`src/rtl/tnet_reg_pkg.sv`:
```
// Shared constants, FSM state types and byte-strobe merge helper for the
// TNET AXI4-Lite register file.
package tnet_reg_pkg;

    localparam int AXI_DW = 32;
    localparam int AXI_SW = AXI_DW / 8;

    localparam logic [1:0] RESP_OKAY   = 2'b00;
    localparam logic [1:0] RESP_SLVERR = 2'b10;

    typedef enum logic {
        W_IDLE = 1'b0,
        W_RESP = 1'b1
    } w_state_t;

    typedef enum logic {
        R_IDLE = 1'b0,
        R_RESP = 1'b1
    } r_state_t;

    // Merge new data into an existing word, one byte lane per strobe bit.
    function automatic logic [AXI_DW-1:0] apply_wstrb(
        input logic [AXI_DW-1:0] old_val,
        input logic [AXI_DW-1:0] data,
        input logic [AXI_SW-1:0] strb
    );
        logic [AXI_DW-1:0] res;
        res = old_val;
        for (int b = 0; b < AXI_SW; b++) begin
            if (strb[b]) begin
                res[8*b +: 8] = data[8*b +: 8];
            end else begin
                res[8*b +: 8] = old_val[8*b +: 8];
            end
        end
        return res;
    endfunction

endpackage

```
`src/rtl/tnet_axil_wr_ch.sv`:
```
// AXI4-Lite write channel: independent AW/W capture, commit and B response.
// Presents a single-cycle commit strobe with index, data and strobes.
module tnet_axil_wr_ch
    import tnet_reg_pkg::*;
#(
    parameter int N_RW   = 8,
    parameter int ADDR_W = 6
) (
    input  logic                ps_aclk,
    input  logic                ps_aresetn,
    input  logic [ADDR_W-1:0]   s_axi_awaddr,
    input  logic                s_axi_awvalid,
    output logic                s_axi_awready,
    input  logic [AXI_DW-1:0]   s_axi_wdata,
    input  logic [AXI_SW-1:0]   s_axi_wstrb,
    input  logic                s_axi_wvalid,
    output logic                s_axi_wready,
    output logic [1:0]          s_axi_bresp,
    output logic                s_axi_bvalid,
    input  logic                s_axi_bready,
    output logic                wr_commit,
    output logic [ADDR_W-3:0]   wr_idx,
    output logic [AXI_DW-1:0]   wr_data,
    output logic [AXI_SW-1:0]   wr_strb
);

    localparam int IDX_W = ADDR_W - 2;

    w_state_t            state_r;
    w_state_t            state_nx_s;
    logic                rdy_en_r;
    logic                aw_held_r;
    logic                w_held_r;
    logic [IDX_W-1:0]    idx_r;
    logic [AXI_DW-1:0]   data_r;
    logic [AXI_SW-1:0]   strb_r;
    logic                bvalid_r;
    logic [1:0]          bresp_r;
    logic                aw_hs_s;
    logic                w_hs_s;
    logic                commit_s;
    logic                mapped_s;
    logic                addr_lsb_unused_s;

    // Readies stay low until the first clock after reset is released.
    assign s_axi_awready = rdy_en_r & ~aw_held_r;
    assign s_axi_wready  = rdy_en_r & ~w_held_r;
    assign s_axi_bvalid  = bvalid_r;
    assign s_axi_bresp   = bresp_r;

    assign aw_hs_s  = s_axi_awvalid & s_axi_awready;
    assign w_hs_s   = s_axi_wvalid & s_axi_wready;
    assign commit_s = (state_r == W_IDLE) & aw_held_r & w_held_r;
    assign mapped_s = ({1'b0, idx_r} < (IDX_W+1)'(N_RW));

    assign wr_commit = commit_s & mapped_s;
    assign wr_idx    = idx_r;
    assign wr_data   = data_r;
    assign wr_strb   = strb_r;

    assign addr_lsb_unused_s = ^s_axi_awaddr[1:0];

    // Write FSM next-state decode.
    always_comb begin
        state_nx_s = state_r;
        case (state_r)
            W_IDLE: begin
                if (commit_s) begin
                    state_nx_s = W_RESP;
                end else begin
                    state_nx_s = W_IDLE;
                end
            end
            W_RESP: begin
                if (bvalid_r && s_axi_bready) begin
                    state_nx_s = W_IDLE;
                end else begin
                    state_nx_s = W_RESP;
                end
            end
            default: state_nx_s = W_IDLE;
        endcase
    end

    // Address/data holding registers, B response and state register.
    always_ff @(posedge ps_aclk or negedge ps_aresetn) begin
        if (!ps_aresetn) begin
            state_r   <= W_IDLE;
            rdy_en_r  <= 1'b0;
            aw_held_r <= 1'b0;
            w_held_r  <= 1'b0;
            idx_r     <= '0;
            data_r    <= '0;
            strb_r    <= '0;
            bvalid_r  <= 1'b0;
            bresp_r   <= RESP_OKAY;
        end else begin
            state_r  <= state_nx_s;
            rdy_en_r <= 1'b1;
            if (commit_s) begin
                aw_held_r <= 1'b0;
                w_held_r  <= 1'b0;
                bvalid_r  <= 1'b1;
                bresp_r   <= mapped_s ? RESP_OKAY : RESP_SLVERR;
            end else begin
                // A commit cycle never coincides with a capture: both flags are set.
                if (aw_hs_s) begin
                    aw_held_r <= 1'b1;
                    idx_r     <= s_axi_awaddr[ADDR_W-1:2];
                end
                if (w_hs_s) begin
                    w_held_r <= 1'b1;
                    data_r   <= s_axi_wdata;
                    strb_r   <= s_axi_wstrb;
                end
                if (bvalid_r && s_axi_bready) begin
                    bvalid_r <= 1'b0;
                end
            end
        end
    end

endmodule

```
`src/rtl/tnet_axi_regfile.sv`:
```
// Parametrised AXI4-Lite register file: RW control words with pulse bits,
// RO status words with optional coherent 64-bit pair reads.
module tnet_axi_regfile
    import tnet_reg_pkg::*;
#(
    parameter int          N_RW       = 8,
    parameter int          N_RO       = 8,
    parameter int          ADDR_W     = 6,
    parameter logic [31:0] PULSE_MASK = 32'h0,
    parameter logic [((N_RO/2) > 0 ? (N_RO/2) : 1)-1:0] PAIR_MASK = '0
) (
    input  logic                   ps_aclk,
    input  logic                   ps_aresetn,
    input  logic [ADDR_W-1:0]      s_axi_awaddr,
    input  logic                   s_axi_awvalid,
    output logic                   s_axi_awready,
    input  logic [31:0]            s_axi_wdata,
    input  logic [3:0]             s_axi_wstrb,
    input  logic                   s_axi_wvalid,
    output logic                   s_axi_wready,
    output logic [1:0]             s_axi_bresp,
    output logic                   s_axi_bvalid,
    input  logic                   s_axi_bready,
    input  logic [ADDR_W-1:0]      s_axi_araddr,
    input  logic                   s_axi_arvalid,
    output logic                   s_axi_arready,
    output logic [31:0]            s_axi_rdata,
    output logic [1:0]             s_axi_rresp,
    output logic                   s_axi_rvalid,
    input  logic                   s_axi_rready,
    output logic [32*N_RW-1:0]     rw_regs,
    output logic [N_RW-1:0]        wr_pulse,
    input  logic [32*N_RO-1:0]     ro_regs
);

    localparam int IDX_W  = ADDR_W - 2;
    localparam int N_PAIR = (N_RO/2) > 0 ? (N_RO/2) : 1;
    localparam logic [N_RO:0] PAIR_EXT = (N_RO+1)'(PAIR_MASK);

    if ((2 ** IDX_W) < (N_RW + N_RO)) begin : g_addr_w_check
        $error("tnet_axi_regfile: ADDR_W too small for N_RW+N_RO words");
    end

    logic                wr_commit_s;
    logic [IDX_W-1:0]    wr_idx_s;
    logic [AXI_DW-1:0]   wr_data_s;
    logic [AXI_SW-1:0]   wr_strb_s;

    logic [AXI_DW-1:0]   regs_r    [N_RW];
    logic [AXI_DW-1:0]   base_s    [N_RW];
    logic [N_RW-1:0]     wr_pulse_r;

    r_state_t            rd_state_r;
    r_state_t            rd_state_nx_s;
    logic                ar_rdy_en_r;
    logic                ar_hs_s;
    logic [IDX_W-1:0]    ar_idx_s;
    logic [AXI_DW-1:0]   rd_data_s;
    logic [1:0]          rd_resp_s;
    logic [N_PAIR-1:0]   shadow_ld_s;
    logic [AXI_DW-1:0]   shadow_r  [N_PAIR];
    logic [AXI_DW-1:0]   rdata_r;
    logic [1:0]          rresp_r;
    logic                rvalid_r;
    logic                addr_lsb_unused_s;

    tnet_axil_wr_ch #(
        .N_RW   (N_RW),
        .ADDR_W (ADDR_W)
    ) u_wr_ch (
        .ps_aclk       (ps_aclk),
        .ps_aresetn    (ps_aresetn),
        .s_axi_awaddr  (s_axi_awaddr),
        .s_axi_awvalid (s_axi_awvalid),
        .s_axi_awready (s_axi_awready),
        .s_axi_wdata   (s_axi_wdata),
        .s_axi_wstrb   (s_axi_wstrb),
        .s_axi_wvalid  (s_axi_wvalid),
        .s_axi_wready  (s_axi_wready),
        .s_axi_bresp   (s_axi_bresp),
        .s_axi_bvalid  (s_axi_bvalid),
        .s_axi_bready  (s_axi_bready),
        .wr_commit     (wr_commit_s),
        .wr_idx        (wr_idx_s),
        .wr_data       (wr_data_s),
        .wr_strb       (wr_strb_s)
    );

    for (genvar gi = 0; gi < N_RW; gi++) begin : g_rw_out
        assign rw_regs[32*gi +: 32] = regs_r[gi];
    end

    assign wr_pulse      = wr_pulse_r;
    assign s_axi_arready = ar_rdy_en_r & (rd_state_r == R_IDLE);
    assign s_axi_rdata   = rdata_r;
    assign s_axi_rresp   = rresp_r;
    assign s_axi_rvalid  = rvalid_r;
    assign ar_hs_s       = s_axi_arvalid & s_axi_arready;
    assign ar_idx_s      = s_axi_araddr[ADDR_W-1:2];

    assign addr_lsb_unused_s = ^s_axi_araddr[1:0];

    // Value each register holds absent a write: pulse bits of reg 0 drop to 0.
    always_comb begin
        for (int i = 0; i < N_RW; i++) begin
            base_s[i] = (i == 0) ? (regs_r[i] & ~PULSE_MASK) : regs_r[i];
        end
    end

    // Register array update and one-cycle write strobes.
    always_ff @(posedge ps_aclk or negedge ps_aresetn) begin
        if (!ps_aresetn) begin
            for (int i = 0; i < N_RW; i++) begin
                regs_r[i] <= '0;
            end
            wr_pulse_r <= '0;
        end else begin
            for (int i = 0; i < N_RW; i++) begin
                if (wr_commit_s && (wr_idx_s == IDX_W'(i))) begin
                    regs_r[i]     <= apply_wstrb(base_s[i], wr_data_s, wr_strb_s);
                    wr_pulse_r[i] <= 1'b1;
                end else begin
                    regs_r[i]     <= base_s[i];
                    wr_pulse_r[i] <= 1'b0;
                end
            end
        end
    end

    // Read source mux; the even word of a pair also arms its shadow load.
    always_comb begin
        rd_data_s   = '0;
        rd_resp_s   = RESP_SLVERR;
        shadow_ld_s = '0;
        for (int i = 0; i < N_RW; i++) begin
            rd_data_s = (ar_idx_s == IDX_W'(i)) ? regs_r[i] : rd_data_s;
            rd_resp_s = (ar_idx_s == IDX_W'(i)) ? RESP_OKAY : rd_resp_s;
        end
        for (int j = 0; j < N_RO; j++) begin
            if (ar_idx_s == IDX_W'(N_RW + j)) begin
                rd_resp_s = RESP_OKAY;
                if ((j % 2 == 1) && PAIR_EXT[j/2]) begin
                    rd_data_s = shadow_r[j/2];
                end else begin
                    rd_data_s = ro_regs[32*j +: 32];
                end
                if ((j % 2 == 0) && (j + 1 < N_RO) && PAIR_EXT[j/2]) begin
                    shadow_ld_s[j/2] = 1'b1;
                end else begin
                    shadow_ld_s = shadow_ld_s;
                end
            end else begin
                rd_resp_s = rd_resp_s;
            end
        end
    end

    // Read FSM next-state decode.
    always_comb begin
        rd_state_nx_s = rd_state_r;
        case (rd_state_r)
            R_IDLE: begin
                if (ar_hs_s) begin
                    rd_state_nx_s = R_RESP;
                end else begin
                    rd_state_nx_s = R_IDLE;
                end
            end
            R_RESP: begin
                if (rvalid_r && s_axi_rready) begin
                    rd_state_nx_s = R_IDLE;
                end else begin
                    rd_state_nx_s = R_RESP;
                end
            end
            default: rd_state_nx_s = R_IDLE;
        endcase
    end

    // Read response registers, pair shadows and read state register.
    always_ff @(posedge ps_aclk or negedge ps_aresetn) begin
        if (!ps_aresetn) begin
            rd_state_r  <= R_IDLE;
            ar_rdy_en_r <= 1'b0;
            rvalid_r    <= 1'b0;
            rdata_r     <= '0;
            rresp_r     <= RESP_OKAY;
            for (int k = 0; k < N_PAIR; k++) begin
                shadow_r[k] <= '0;
            end
        end else begin
            rd_state_r  <= rd_state_nx_s;
            ar_rdy_en_r <= 1'b1;
            if (ar_hs_s) begin
                rvalid_r <= 1'b1;
                rdata_r  <= rd_data_s;
                rresp_r  <= rd_resp_s;
            end else if (rvalid_r && s_axi_rready) begin
                rvalid_r <= 1'b0;
            end else begin
                rvalid_r <= rvalid_r;
            end
            for (int k = 0; k < N_RO/2; k++) begin
                if (ar_hs_s && shadow_ld_s[k]) begin
                    shadow_r[k] <= ro_regs[32*(2*k+1) +: 32];
                end else begin
                    shadow_r[k] <= shadow_r[k];
                end
            end
        end
    end

endmodule
```
`config.mk`:
```
export PLATFORM = sky130hd
export DESIGN_NAME = tnet_axi_regfile
export DESIGN_NICKNAME = d
export VERILOG_FILES = /design/src/rtl/tnet_reg_pkg.sv /design/src/rtl/tnet_axil_wr_ch.sv /design/src/rtl/tnet_axi_regfile.sv
export SDC_FILE = /design/constraint.sdc
export NUM_CORES = 1
export LEC_CHECK = 0
export ABC_AREA = 0
export CAP_MARGIN = 20
export CORE_UTILIZATION = 25
export DETAILED_ROUTE_END_ITERATION = 10
export HOLD_SLACK_MARGIN = 0.05
export SLEW_MARGIN = 20
export SYNTH_ARGS = -nofsm -noshare
export SYNTH_HDL_FRONTEND = slang
export SYNTH_HIERARCHICAL = 1
export SYNTH_SLANG_ARGS = --single-unit
```
`constraint.sdc`:
```
create_clock -name ps_aclk -period 2.9 [get_ports ps_aclk]
set_clock_uncertainty 0.15 [all_clocks]
set_input_delay 0.435 -clock ps_aclk [delete_from_list [all_inputs] [get_ports ps_aclk]]
set_output_delay 0.435 -clock ps_aclk [all_outputs]
set_load 0.005 [all_outputs]
```
Word-level counts from Yosys, hierarchy flattened
Index checks and enable logic that the tools add are counted.
Storage, ports and cells
  flip-flop bits (word level): 347
  output and inout port bits: 305
Cells by class
  $lt $le $gt $ge: 1
  equal/unequal tests: 22
  mux-type cells: 55
  bitwise gates (word level): 14
  reductions and logical operators: 50
Operators with widths (count)
  32-bit two-way mux: 16
  2-bit AND reduction: 34
  2-bit two-way mux: 17
  4-bit by 3-bit == test with 1-bit output (second input constant): 8
  4-bit == test (second input constant): 8
  1-bit two-way mux: 20
  4-bit by 2-bit == test with 1-bit output (second input constant): 4
  1-bit logical AND: 10
  1-bit AND: 9
  4-bit by 1-bit == test with 1-bit output (second input constant): 2
  4-bit zero test: 2
  2-bit nonzero test: 4
  1-bit inverter: 5
  4-bit less-than comparator (second input constant): 1
  1-bit one-hot mux with 2 select lines: 2

Longest topological paths before layout
  depth after elaboration: 17
  mapped depth: 10

By module
The synthesis kept the hierarchy.
Modules (own cells, without submodules)
  tnet_axi_regfile: times used 1, cells an instance 1471, area each 16369.4 µm², seq. area each 7507.2 µm²
  tnet_axil_wr_ch: times used 1, cells an instance 109, area each 1893.1 µm², seq. area each 1151.1 µm²

Worst setup path before layout
Ideal clock, no wire load.
  kind: reg-to-reg
  start: reg u_wr_ch.state_r
  end: reg regs_r, in the netlist rw_regs[100]
  arrival: 1887 ps
  setup slack: 738 ps
  cell stages (with the launch flop): 8
  buffers on the path: 1
  clock period less this slack: 2162 ps
  path through: dfrtp_1 -> nand3b_1 -> nor2_1 -> or3b_1 -> clkbuf_1 -> nor2_2 -> nand2_2 -> mux2_2
On the way
  word-level cells in the longest chain between the ends: 6
RTL lines
  from (decl): line tnet_axil_wr_ch.sv:29  | w_state_t state_r;
  from (signal assigned): line tnet_axil_wr_ch.sv:98  | state_r <= state_nx_s;
  1-bit inverter: line tnet_axil_wr_ch.sv:53  | assign commit_s = (state_r == W_IDLE) & aw_held_r & w_held_r;
  1-bit AND (2 in series): line tnet_axil_wr_ch.sv:53
  1-bit AND: line tnet_axil_wr_ch.sv:56  | assign wr_commit = commit_s & mapped_s;
  via wr_commit_s: line tnet_axi_regfile.sv:44  | logic wr_commit_s;
  1-bit logical AND: line tnet_axi_regfile.sv:119  | if (wr_commit_s && (wr_idx_s == IDX_W'(i))) begin
  2-bit AND reduction (no source line)
  to (signal, indexed assignment): line tnet_axi_regfile.sv:120  | regs_r[i] <= apply_wstrb(base_s[i], wr_data_s, wr_strb_s);
  to (signal, indexed assignment): line tnet_axi_regfile.sv:123  | regs_r[i] <= base_s[i];
  to (decl): line tnet_axi_regfile.sv:49  | logic [AXI_DW-1:0] regs_r [N_RW];
The timed path passes the listed nets, and every way through them passes these cells.
A chain may end at the register's enable or synchronous reset.

Final worst setup path
  start: reg rd_state_r
  end: reg rdata_r[21] (netlist: s_axi_rdata[21])
On the way
  word-level cells in the longest chain between the ends: 3
RTL lines
  from (decl): line tnet_axi_regfile.sv:53  | r_state_t rd_state_r;
  from (signal assigned): line tnet_axi_regfile.sv:192  | rd_state_r <= rd_state_nx_s;
  1-bit inverter
  1-bit AND: line tnet_axi_regfile.sv:94  | assign s_axi_arready = ar_rdy_en_r & (rd_state_r == R_IDLE);
  1-bit AND: line tnet_axi_regfile.sv:98  | assign ar_hs_s = s_axi_arvalid & s_axi_arready;
  to (signal assigned): line tnet_axi_regfile.sv:196  | rdata_r <= rd_data_s;
  to (decl): line tnet_axi_regfile.sv:62  | logic [AXI_DW-1:0] rdata_r;
Every way passes these cells.

==> qor.yml <==
outcome:
  outcome: "finished, final reports clean"
sta:
  post-route-period-util: 0.922
  period_minus_slack_ns: 2.67
  final_hold_viol_count: 0
  fmax_mhz: 374
  relSlewSlack: 0.343
  setup-tns-final_ns: 0
  setup_violations: 0
  grt_setup_unrepaired: "no"
  slew_viol_final: 0
  worst_pin_slew_ns: 0.980
  fin_ws_ns: 0.228
critical_path:
  reg2reg_to: "s_axi_rdata[21]"
  reg2reg_depth: 6
  startpoint_type: "flop"
  critPathLaunch: "rd_state_r"
  endpoint_kind: "flop"
  worst_path_max_delay_cell: "nor3_1"
  r2r_start: "rd_state_r"
  path_class: "flop to flop"
  max_stage_delay_ns: 0.79
  cp_data_required_time_ns: 3.15
  arrival_ns: 2.92
  crit_path_cell_trace: "nor2b_1 > nand2_2 > buf_4 > nor3_1 > a31o_2 > a31oi_1"
  cp-endpoint: "s_axi_rdata[21]"
  rrSetupSlack_ns: 0.23
  path_max_fanout: 19
final_layout:
  layout.nets: 2561
  fin_util: 0.381
  layout-drive-gt1-share: 0.248
  final_cells: 3235
  syn_to_final_growth_pct: 49.9
logic_synthesis:
  yosysSeqAreaShare: 0.474
  syn_nets: 1891
  synth.most_common_cell: "dfrtp_1"
  avgSynthCellArea_um2: 11.6
  synth_top_area_cell: "dfrtp_1"
  synth-edff-count: 0
  synth_cell_types: 66
  synthArstFlopShare: 1.00
  synthTopCellsByArea: "dfrtp_1 (47%), mux2_2 (18%), mux2i_1 (4.2%)"
  synth_flop_cell: "dfrtp_1"
  synth_top_area_frac: 0.474
  syn-cell-area_mm2: 0.0183
  syn_inst: 1580
  synthTopCellsByCount: "dfrtp_1 (346), mux2_2 (295), a21oi_1 (96), nand2_1 (87), nor2_1 (83)"
  ys_ff_latch: 346
  yosys_warnings: 6
placement:
  place_ws_ns: 0.0416
  gp_congestion: 0.904
  io_buffers: 609
  post-dp-hpwl_um: 75300
  dp.cells: 3156
die:
  initial_utilization: 0.254
  die_y_um: 272
  die_area_mm2: 0.0741
  die_w_um: 272
  ioPinCount: 616
  coreArea_mm2: 0.0719
  rows: 98
clock_network:
  post-cts-setup-buffers: 0
  cts_tree: "built"
  htreeDepth: 2
  cts_buffers: 41
  cts_max_path_buffers: 3
  clk_pin_slew_worst_paths_ns: 0.06
  cts_resized: 0
  cts_sinks: 346
  root_buffer: "clkbuf_16"
  insertion_delay_ns: 0.56
global_routing:
  grt_overflow: 0
  grt_max_degree: 78
  grt_pass1_vias: 17200
  track_usage: 0.248
  antenna_found_initial: 17
  grt_pass1_wl_um: 131000
detailed_routing:
  routed.top_layer: "met5"
  dr_wl_met2_um: 44300
  via_count: 16800
  dr.pass1.iters: 5
  detail-route-antenna-nets: 0
  routed_wl_um: 95300
  drt_iter0_drc: 1465
  wl_per_cell_um: 29.5
  wl_met1_um: 40400
  wl_met3_um: 7450
  drc_errors: 0
  viasPerCell: 5.19
pwr:
  pwr-share-seq: 0.419
  p_sw_mw: 5.69
  p_int_mw: 11.9
  vdd_ir_drop_max_mv: 0.340
  p_per_area_mw_per_mm2: 641
  p_clk_frac: 0.294
  leakagePower_nw: 12.0
  power_frac_comb: 0.287
  swShare: 0.324
flow_run:
  max_cap_violations: 0
worst_hold_path:
  hold_class: "input port to async pin"
## routing by layer
metal / GRT usage / up-vias
li1: - / 7280
met1: 0.322 / 8570
met2: 0.402 / 793
met3: 0.0620 / 143
met4: 0.0797 / 10
met5: 0 / -
## layout make-up
class	count	area, µm²
fillers	7034	44500
multi-input cells	1115	8890
flip-flops and latches	346	8660
repair buffers	736	7250
clock buffers	58	1200
well taps	950	1190
clock inverters	13	129
inverters	10	37.5
diodes	7	17.5
## cell usage in the layout, fill, tap and decap left out, types with 10 or more instances in the layout
cell             count
clkdlybuf4s50_1    604
dfrtp_1            346
mux2_2             295
buf_4              111
a21oi_1             96
nand2_1             86
nor2_1              83
mux2i_1             77
o21ai_0             74
o22ai_1             69
clkbuf_16           42
a211oi_1            31
mux2_4              30
nor3_1              25
nand2_2             19
nor2b_1             18
a221oi_1            17
buf_12              16
and2_1              15
a22oi_1             14
a22o_1              12
nand2b_1            11
o221ai_1            11
a31oi_1             10
a221o_1             10
clkbuf_8            10
## cell families after synthesis
kind of cell,share of synthesized area
AOI/OAI and AO/OA,0.142
buffers and inverters,0.0393
DFF,0.474
muxes,0.265
other,0.000822
and+or+nand+nor,0.0791
## worst min path at each step
| stage | cells after the start | end | startpoint |
|---|---|---|---|
| 6_report | 2 | u_wr_ch/wr_data[15] | ps_aresetn |
| 5_1_grt | 2 | u_wr_ch/state_r | s_axi_bready |
| 4_1_cts | 2 | u_wr_ch/state_r | s_axi_bready |
| 3_5_place_dp | 1 | rw_regs[4] | ps_aresetn |
| 3_3_place_gp | 1 | rw_regs[161] | ps_aresetn |
| 2_1_floorplan | 0 | ar_rdy_en_r | ps_aresetn |
## per-stage QoR
stage          hold WS (ns)  cell area, µm²  power [mW]
2_1_floorplan       -0.0106           18300        8.88
3_3_place_gp          0.307           26000        12.3
3_5_place_dp          0.316           26000        12.4
4_1_cts               0.288           27400        17.7
5_1_grt               0.311           27400        18.3
6_report              0.310           27400        17.5
## sequential cells by signal, summed over array words and instances, names as in the netlist
signal                cells
u_wr_ch/aw_held_r         1
u_wr_ch/rdy_en_r          1
s_axi_rdata              32
u_wr_ch/s_axi_bresp       1
rd_state_r                1
u_wr_ch/state_r           1
u_wr_ch/s_axi_bvalid      1
s_axi_rresp               1
rw_regs                 256
u_wr_ch/w_held_r          1
wr_pulse                  8
u_wr_ch/wr_data          32
u_wr_ch/wr_strb           4
s_axi_rvalid              1
ar_rdy_en_r               1
u_wr_ch/wr_idx            4
## worst max-delay path: cells and delay by family, from the launching register on
family                 cells  cell delay, ns
flip-flops                 1            0.45
AO/OA/AOI/OAI              2            0.31
buffers and inverters      1            0.31
AND/OR/NAND/NOR            3            1.30
## power by group through the flow
stage               Combinational (mW)  Clock [mW]  Sequential, mW
floorplan                         2.06           0            6.82
finish                            5.04        5.16            7.34
global route                      5.34        5.46            7.49
global placement                  5.00           0            7.32
detailed placement                5.05           0            7.38
CTS                               5.09        5.29            7.31
## what timing repair did
action | 4_1_cts | 5_1_grt
hold buffers | 1 | 0
endpoints found under the setup margin | 0 | 0
hold endpoints to repair | 65 | 0
Note: power is estimated with default switching activity, not from simulation.
